$ cat src/rtl/pifan_spi_pkg.sv
// Shared definitions for the fan-controller SPI register bridge: FSM states,
// command byte layout and the register address map.
package pifan_spi_pkg;

  typedef enum logic [2:0] {
    ST_IDLE,
    ST_CMD,
    ST_WDATA,
    ST_RFETCH,
    ST_RLOAD,
    ST_RWAIT,
    ST_ABORT
  } state_t;

  localparam int CMD_RD_BIT = 7;

  localparam int REG_PWM_DUTY = 'h00;
  localparam int REG_PWM_FREQ = 'h01;
  localparam int REG_TACH_LO  = 'h02;
  localparam int REG_TACH_HI  = 'h03;
  localparam int REG_CONFIG   = 'h04;
  localparam int REG_STATUS   = 'h05;

  function automatic logic isReadCmd(input logic [7:0] cmd);
    return cmd[CMD_RD_BIT];
  endfunction

endpackage

$ cat src/rtl/spi_reg_ctrl_if.sv
// Byte-side (SPI slave) and register-bus signals of the SPI register bridge.
// The bridge uses the slave modport; the environment uses master.
interface spi_reg_ctrl_if #(
  parameter int ADDR_W = 7
);
  logic              iRxReady;
  logic [7:0]        iRx;
  logic              iSPICS;
  logic              oTxReady;
  logic [7:0]        oTx;
  logic [ADDR_W-1:0] oRegAddr;
  logic              oRegWr;
  logic [7:0]        oRegWdata;
  logic              oRegRd;
  logic [7:0]        iRegRdata;
  logic              oBusy;
  logic              oFrameErr;

  modport slave (
    input  iRxReady, iRx, iSPICS, iRegRdata,
    output oTxReady, oTx, oRegAddr, oRegWr, oRegWdata, oRegRd, oBusy, oFrameErr
  );

  modport master (
    output iRxReady, iRx, iSPICS, iRegRdata,
    input  oTxReady, oTx, oRegAddr, oRegWr, oRegWdata, oRegRd, oBusy, oFrameErr
  );
endinterface

$ cat src/rtl/spi_sync.sv
// Multi-flop level synchronizer into sysclk; the reset value is a port so
// active-low pins (CS) can start in their inactive state.
module spi_sync #(
  parameter int STAGES = 2
) (
  input  logic sysclk,
  input  logic iReset,
  input  logic iResetVal,
  input  logic iD,
  output logic oQ
);

  logic [STAGES-1:0] pipe;

  always_ff @(posedge sysclk) begin
    if (iReset) pipe <= {STAGES{iResetVal}};
    else        pipe <= {pipe[STAGES-2:0], iD};
  end

  assign oQ = pipe[STAGES-1];

endmodule

$ cat src/rtl/spi_reg_ctrl.sv
// Turns SPI slave bytes into register-bus writes/reads: one command byte,
// then one auto-incrementing register access per following byte.
module spi_reg_ctrl
  import pifan_spi_pkg::*;
#(
  parameter int ADDR_W      = 7,
  parameter int SYNC_STAGES = 2,
  parameter int TIMEOUT_CYC = 65535
) (
  input  logic           sysclk,
  input  logic           iReset,
  spi_reg_ctrl_if.slave  bus
);

  localparam int CNT_W = $clog2(TIMEOUT_CYC + 1);

  state_t            state, stateNext;
  logic              rxSync, rxPrev, byteEv, csHigh;
  logic [ADDR_W-1:0] addr, addrNext;
  logic [CNT_W-1:0]  tmoCnt, tmoCntNext;
  logic              timeoutHit, counting;
  logic              txReadyNext, wrNext, errNext, regRd;
  logic [7:0]        txNext, wdataNext;

  spi_sync #(.STAGES(SYNC_STAGES)) uRxSync (
    .sysclk(sysclk), .iReset(iReset), .iResetVal(1'b0), .iD(bus.iRxReady), .oQ(rxSync)
  );
  spi_sync #(.STAGES(SYNC_STAGES)) uCsSync (
    .sysclk(sysclk), .iReset(iReset), .iResetVal(1'b1), .iD(bus.iSPICS), .oQ(csHigh)
  );

  // iRx is stable for several SPI clocks around the ready edge, so it is
  // sampled unsynchronized on the byteEv cycle.
  assign byteEv     = rxSync & ~rxPrev;
  assign counting   = state inside {ST_CMD, ST_WDATA, ST_RWAIT};
  assign timeoutHit = (tmoCnt == CNT_W'(TIMEOUT_CYC - 1));

  always_comb begin
    // NOTE: every signal gets a default first so no path can infer a latch.
    stateNext   = state;
    addrNext    = addr;
    tmoCntNext  = tmoCnt;
    txReadyNext = bus.oTxReady;
    txNext      = bus.oTx;
    wrNext      = 1'b0;
    wdataNext   = bus.oRegWdata;
    errNext     = 1'b0;
    regRd       = 1'b0;

    if (state == ST_IDLE || byteEv) tmoCntNext = '0;
    else if (counting)              tmoCntNext = tmoCnt + 1'b1;

    // The write strobe is registered, so the address steps after it is seen.
    if (bus.oRegWr) addrNext = addr + 1'b1;

    if (state != ST_IDLE && csHigh) begin
      stateNext   = ST_IDLE;
      txReadyNext = 1'b0;
    end

    unique case (state)
      ST_IDLE: if (!csHigh) stateNext = ST_CMD;
      ST_CMD: if (!csHigh) begin
        if (byteEv) begin
          addrNext  = bus.iRx[ADDR_W-1:0];
          stateNext = isReadCmd(bus.iRx) ? ST_RFETCH : ST_WDATA;
        end else if (timeoutHit) begin
          errNext   = 1'b1;
          stateNext = ST_ABORT;
        end
      end
      ST_WDATA: begin
        if (byteEv) begin
          wrNext    = 1'b1;
          wdataNext = bus.iRx;
        end else if (!csHigh && timeoutHit) begin
          errNext   = 1'b1;
          stateNext = ST_ABORT;
        end
      end
      ST_RFETCH: if (!csHigh) begin
        if (byteEv) begin
          errNext   = 1'b1;
          stateNext = ST_ABORT;
        end else begin
          regRd     = 1'b1;
          stateNext = ST_RLOAD;
        end
      end
      ST_RLOAD: if (!csHigh) begin
        if (byteEv) begin
          errNext     = 1'b1;
          txReadyNext = 1'b0;
          stateNext   = ST_ABORT;
        end else begin
          txNext      = bus.iRegRdata;
          txReadyNext = 1'b1;
          stateNext   = ST_RWAIT;
        end
      end
      ST_RWAIT: if (!csHigh) begin
        if (byteEv) begin
          txReadyNext = 1'b0;
          addrNext    = addr + 1'b1;
          stateNext   = ST_RFETCH;
        end else if (timeoutHit) begin
          errNext     = 1'b1;
          txReadyNext = 1'b0;
          stateNext   = ST_ABORT;
        end
      end
      ST_ABORT: txReadyNext = 1'b0;
      default:  stateNext = ST_IDLE;
    endcase
  end

  // NOTE: sequential state uses non-blocking assignments only.
  always_ff @(posedge sysclk) begin
    if (iReset) begin
      state         <= ST_IDLE;
      rxPrev        <= 1'b0;
      addr          <= '0;
      tmoCnt        <= '0;
      bus.oTxReady  <= 1'b0;
      bus.oTx       <= '0;
      bus.oRegWr    <= 1'b0;
      bus.oRegWdata <= '0;
      bus.oFrameErr <= 1'b0;
    end else begin
      state         <= stateNext;
      rxPrev        <= rxSync;
      addr          <= addrNext;
      tmoCnt        <= tmoCntNext;
      bus.oTxReady  <= txReadyNext;
      bus.oTx       <= txNext;
      bus.oRegWr    <= wrNext;
      bus.oRegWdata <= wdataNext;
      bus.oFrameErr <= errNext;
    end
  end

  assign bus.oRegAddr = addr;
  assign bus.oRegRd   = regRd;
  assign bus.oBusy    = (state != ST_IDLE);

endmodule

$ cat src/flat_wrapper.sv
// flat-port wrapper written by rule: the top's interface ports become plain ports
module spi_reg_ctrl_flat import pifan_spi_pkg::*;
#(
  parameter int ADDR_W      = 7,
  parameter int SYNC_STAGES = 2,
  parameter int TIMEOUT_CYC = 65535
)
  (sysclk, iReset, bus_iRxReady, bus_iRx, bus_iSPICS, bus_iRegRdata, bus_oTxReady, bus_oTx, bus_oRegAddr, bus_oRegWr, bus_oRegWdata, bus_oRegRd, bus_oBusy, bus_oFrameErr);
  spi_reg_ctrl_if #(.ADDR_W(ADDR_W)) bus_i ();
  input  logic sysclk;
  input  logic iReset;
  input wire logic [$bits(bus_i.iRxReady)-1:0] bus_iRxReady;
  input wire logic [$bits(bus_i.iRx)-1:0] bus_iRx;
  input wire logic [$bits(bus_i.iSPICS)-1:0] bus_iSPICS;
  input wire logic [$bits(bus_i.iRegRdata)-1:0] bus_iRegRdata;
  output wire logic [$bits(bus_i.oTxReady)-1:0] bus_oTxReady;
  output wire logic [$bits(bus_i.oTx)-1:0] bus_oTx;
  output wire logic [$bits(bus_i.oRegAddr)-1:0] bus_oRegAddr;
  output wire logic [$bits(bus_i.oRegWr)-1:0] bus_oRegWr;
  output wire logic [$bits(bus_i.oRegWdata)-1:0] bus_oRegWdata;
  output wire logic [$bits(bus_i.oRegRd)-1:0] bus_oRegRd;
  output wire logic [$bits(bus_i.oBusy)-1:0] bus_oBusy;
  output wire logic [$bits(bus_i.oFrameErr)-1:0] bus_oFrameErr;
  assign bus_i.iRxReady = bus_iRxReady;
  assign bus_i.iRx = bus_iRx;
  assign bus_i.iSPICS = bus_iSPICS;
  assign bus_i.iRegRdata = bus_iRegRdata;
  assign bus_oTxReady = bus_i.oTxReady;
  assign bus_oTx = bus_i.oTx;
  assign bus_oRegAddr = bus_i.oRegAddr;
  assign bus_oRegWr = bus_i.oRegWr;
  assign bus_oRegWdata = bus_i.oRegWdata;
  assign bus_oRegRd = bus_i.oRegRd;
  assign bus_oBusy = bus_i.oBusy;
  assign bus_oFrameErr = bus_i.oFrameErr;
  spi_reg_ctrl #(.ADDR_W(ADDR_W), .SYNC_STAGES(SYNC_STAGES), .TIMEOUT_CYC(TIMEOUT_CYC)) u_core (.sysclk(sysclk), .iReset(iReset), .bus(bus_i));
endmodule
$ cat config.mk
export PLATFORM = sky130hd
export DESIGN_NAME = spi_reg_ctrl_flat
export DESIGN_NICKNAME = d
export VERILOG_FILES = /design/src/rtl/pifan_spi_pkg.sv /design/src/rtl/spi_reg_ctrl_if.sv /design/src/rtl/spi_sync.sv /design/src/rtl/spi_reg_ctrl.sv /design/src/flat_wrapper.sv
export SDC_FILE = /design/constraint.sdc
export NUM_CORES = 1
export LEC_CHECK = 0
export BUFFER_PORTS_ARGS = -buffer_cell sky130_fd_sc_hd__buf_4
export CAP_MARGIN = 20
export CORE_ASPECT_RATIO = 1.75
export CORE_MARGIN = 2
export CORE_UTILIZATION = 59
export CTS_CLUSTER_SIZE = 14
export DETAILED_ROUTE_END_ITERATION = 10
export PLACE_DENSITY = 0.85
export RECOVER_POWER = 25
export SLEW_MARGIN = 40
export SYNTH_ARGS = -nofsm -noshare
export SYNTH_HDL_FRONTEND = slang
export SYNTH_SLANG_ARGS = --single-unit
$ cat constraint.sdc
create_clock -name sysclk -period 4.45 [get_ports sysclk]
set_clock_uncertainty 0.1 [all_clocks]
set_input_delay 0 -clock sysclk [delete_from_list [all_inputs] [get_ports sysclk]]
set_output_delay 0 -clock sysclk [all_outputs]
set_load 0.005 [all_outputs]
==> reports/metrics.cfg <==
[final_layout]
syn_to_final_growth_pct=29.84
utilization_pct=77.94
drive_above_1_share_pct=19.48
multi_input_area_um2=1349
n_antenna_cell=0
final_nets=371
layoutNonFillerInstCount=398
seqCellArea_um2=1002
fillers=247

[floorplan]
row_count=31
fp.dieArea_um2=4695
ios=48
die_h_um=89.16
start_util_pct=60.03
die_w_um=52.66
core_um2=4073

[critical_path]
cp_slowest_stage_delay_ps=670
startpoint_type=flop
cp.buffers_inverters=1
crit_path_cell_trace=nand2b_1, nor4_4, mux2i_1, nor2_1, dlygate4sd3_1
cp-end-kind=flop
path_class=reg -> reg
worst-path-max-fanout=27
cp.arrival_ps=2910
crit_slowest_cell=dlygate4sd3_1
required_ps=4540
crit_family=simple AND/OR/NAND/NOR gates

[place]
dp_slack_ps=2061
place_hpwl_um=3855
portBuffers=47
dpl.cell_count=362
place.gp.congestion=0.7661

[cts]
path_clk_slew_ps=90
numCtsBuffers=5
root_buffer=clkbuf_8
clock_path_buffers=2
cts_tree=done
htree_levels=2
worstSkewPairLatency_ps=310
post_cts_buffers=0
cts_sinks=50

[sta]
final-max-slew-violation-count=36
slew_headroom_pct=-0.5196
layout_min_cycle_time_ps=2820
rsz0062_at_grt=no
max_clock_freq_mhz=354.6
fin_crit_sh_pct=63.37
finalSetupTns_ps=0
hold_viol=0
finalSetupViolations=0
fin_ws_ps=1630
worst_slew_pin_slew_ps=1508

[worst_hold_path]
hp-class=reg -> reg

[yosys]
synth_area_leader_cell=dfxtp_1
async_flop_share_pct=0
synth_edf_count=0
synth_ff_type=dfxtp_1
synth_commonest_cells=dfxtp_1, nor2_1, nand2_1
synth_cell_types=45
syn_nets=306
synth_area_leaders=dfxtp_1, nor2_1, a21oi_1
synth_area_um2=2445
synth_warnings=0
synth_seq_cells=50
yosysMostFrequentCell=dfxtp_1
synth_top_area_share_pct=40.94
seq_area_frac_synth_pct=40.94
syn_avg_cell_area_um2=8.639
netlist_instances=283

[power]
clock_power_share_pct=38.4
p_total_mw=0.8288
intPower_mw=0.6509
power.density_nw_per_um2=261.1
p_leak_nw=1.169
p_seq_share_pct=55.0
switching_share_pct=21.46
p_sw_mw=0.1779
combPwrFrac_pct=6.7
vdd_drop_max_mv=0.2822

[global_routing]
grt_pass1_vias=2237
grt-ovfl-total=0
grtUsageTotal_pct=29.57
antenna_found_initial=0
grt_first_pass_wirelength_um=10410
grt_max_degree=36

[route]
vias=2338
wl_per_cell_um=16.13
drt-total-wl_um=6421
firstDrtPassIters=4
drc=0
routed_via_density=5.874
drtIter0Drc=85
ant_nets=0

[run_status]
status=finished, violations left
violations=max-capacitance violations, max-slew violations

[run]
drv_cap=1

[metrics by stage]
step           hold WS (ps)  instance area, µm²
3_3_place_gp          86.93                2790
4_1_cts               308.9                3177
3_5_place_dp          93.16                2790
5_1_grt               343.6                3174
2_1_floorplan         3.811                2445
6_report              336.1                3174
[per-layer routing]
metal / up-vias / global-route usage, % / wire length [µm]
li1: 1116 / - / -
met1: 1125 / 30.30 / 2321
met2: 76 / 56.82 / 3617
met3: 21 / 5.017 / 265
met4: 0 / 12.12 / 216
met5: - / 0 / 0
[flip-flops by register name, summed over array words and instances (netlist names), 2 cells and up]
name                  count
u_core.state              3
u_core.uCsSync.pipe       2
u_core.tmoCnt            16
u_core.bus.oTx            8
u_core.bus.oRegWdata      8
u_core.uRxSync.pipe       2
u_core.bus.oRegAddr       7
[layout make-up]
class | count | share of cell area [%]
timing repair buffer | 76 | 20.06
clock inverter | 1 | 0.9460
sequential | 50 | 31.57
inverter | 5 | 0.5913
tap | 49 | 1.931
multi-input combinational | 210 | 42.49
clock buffer | 7 | 2.404
[layout by cell type (no fill, tap or decap), types with 4 or more instances in the layout]
master	synthesis	routed
a211oi_1	7	7
a21oi_1	23	23
buf_4	1	31
clkbuf_4	0	16
clkbuf_8	0	5
dfxtp_1	50	49
dlygate4sd3_1	0	28
inv_1	5	5
mux2i_1	10	10
nand2_1	25	25
nand2b_1	5	5
nand3_1	14	14
nand4_1	7	7
nor2_1	36	36
nor2b_1	8	8
nor3_1	4	4
o21ai_0	8	8
or3_1	4	4
xnor2_1	12	12
xor2_1	10	10
[cell families (layout without fill, tap and decap cells)]
group | Yosys count | in the layout | synth area share (%)
compound gates | 53 | 53 | 14.07
xor+xnor | 22 | 22 | 7.881
fa+ha+maj | 3 | 3 | 1.535
buf+inv | 23 | 89 | 3.890
flops | 50 | 50 | 40.94
mux | 10 | 10 | 4.094
simple gates | 122 | 122 | 27.58
[power groups by stage]
| stage | Combinational (mW) | Clock, mW | Sequential, mW |
|---|---|---|---|
| 2_1_floorplan | 0.0213 | 0 | 0.464 |
| 3_3_place_gp | 0.0394 | 0 | 0.466 |
| 3_5_place_dp | 0.0399 | 0 | 0.466 |
| 4_1_cts | 0.0531 | 0.319 | 0.455 |
| 5_1_grt | 0.0588 | 0.340 | 0.456 |
| 6_report | 0.0551 | 0.318 | 0.456 |
[path summary, 6_finish.rpt]
path / startpoint / end / slack [ps] / depth (start not counted)
worst min-delay path: u_core.uCsSync.pipe[0] / u_core.uCsSync.pipe[1] / 340 / 1
worst min register to register: u_core.uCsSync.pipe[0] / u_core.uCsSync.pipe[1] / 340 / 1
worst max-delay path: u_core.state[2] / u_core.bus.oTx[6] / 1630 / 5
worst max register to register: u_core.state[2] / u_core.bus.oTx[6] / 1630 / 5
[what timing repair did]
| item | 4_1_cts | 5_1_grt |
|---|---|---|
| hold endpoints to repair | 25 | 0 |
| hold buffers | 28 | 0 |
| gates resized for setup | 0 | 0 |
(Power assumes the default switching activity.)
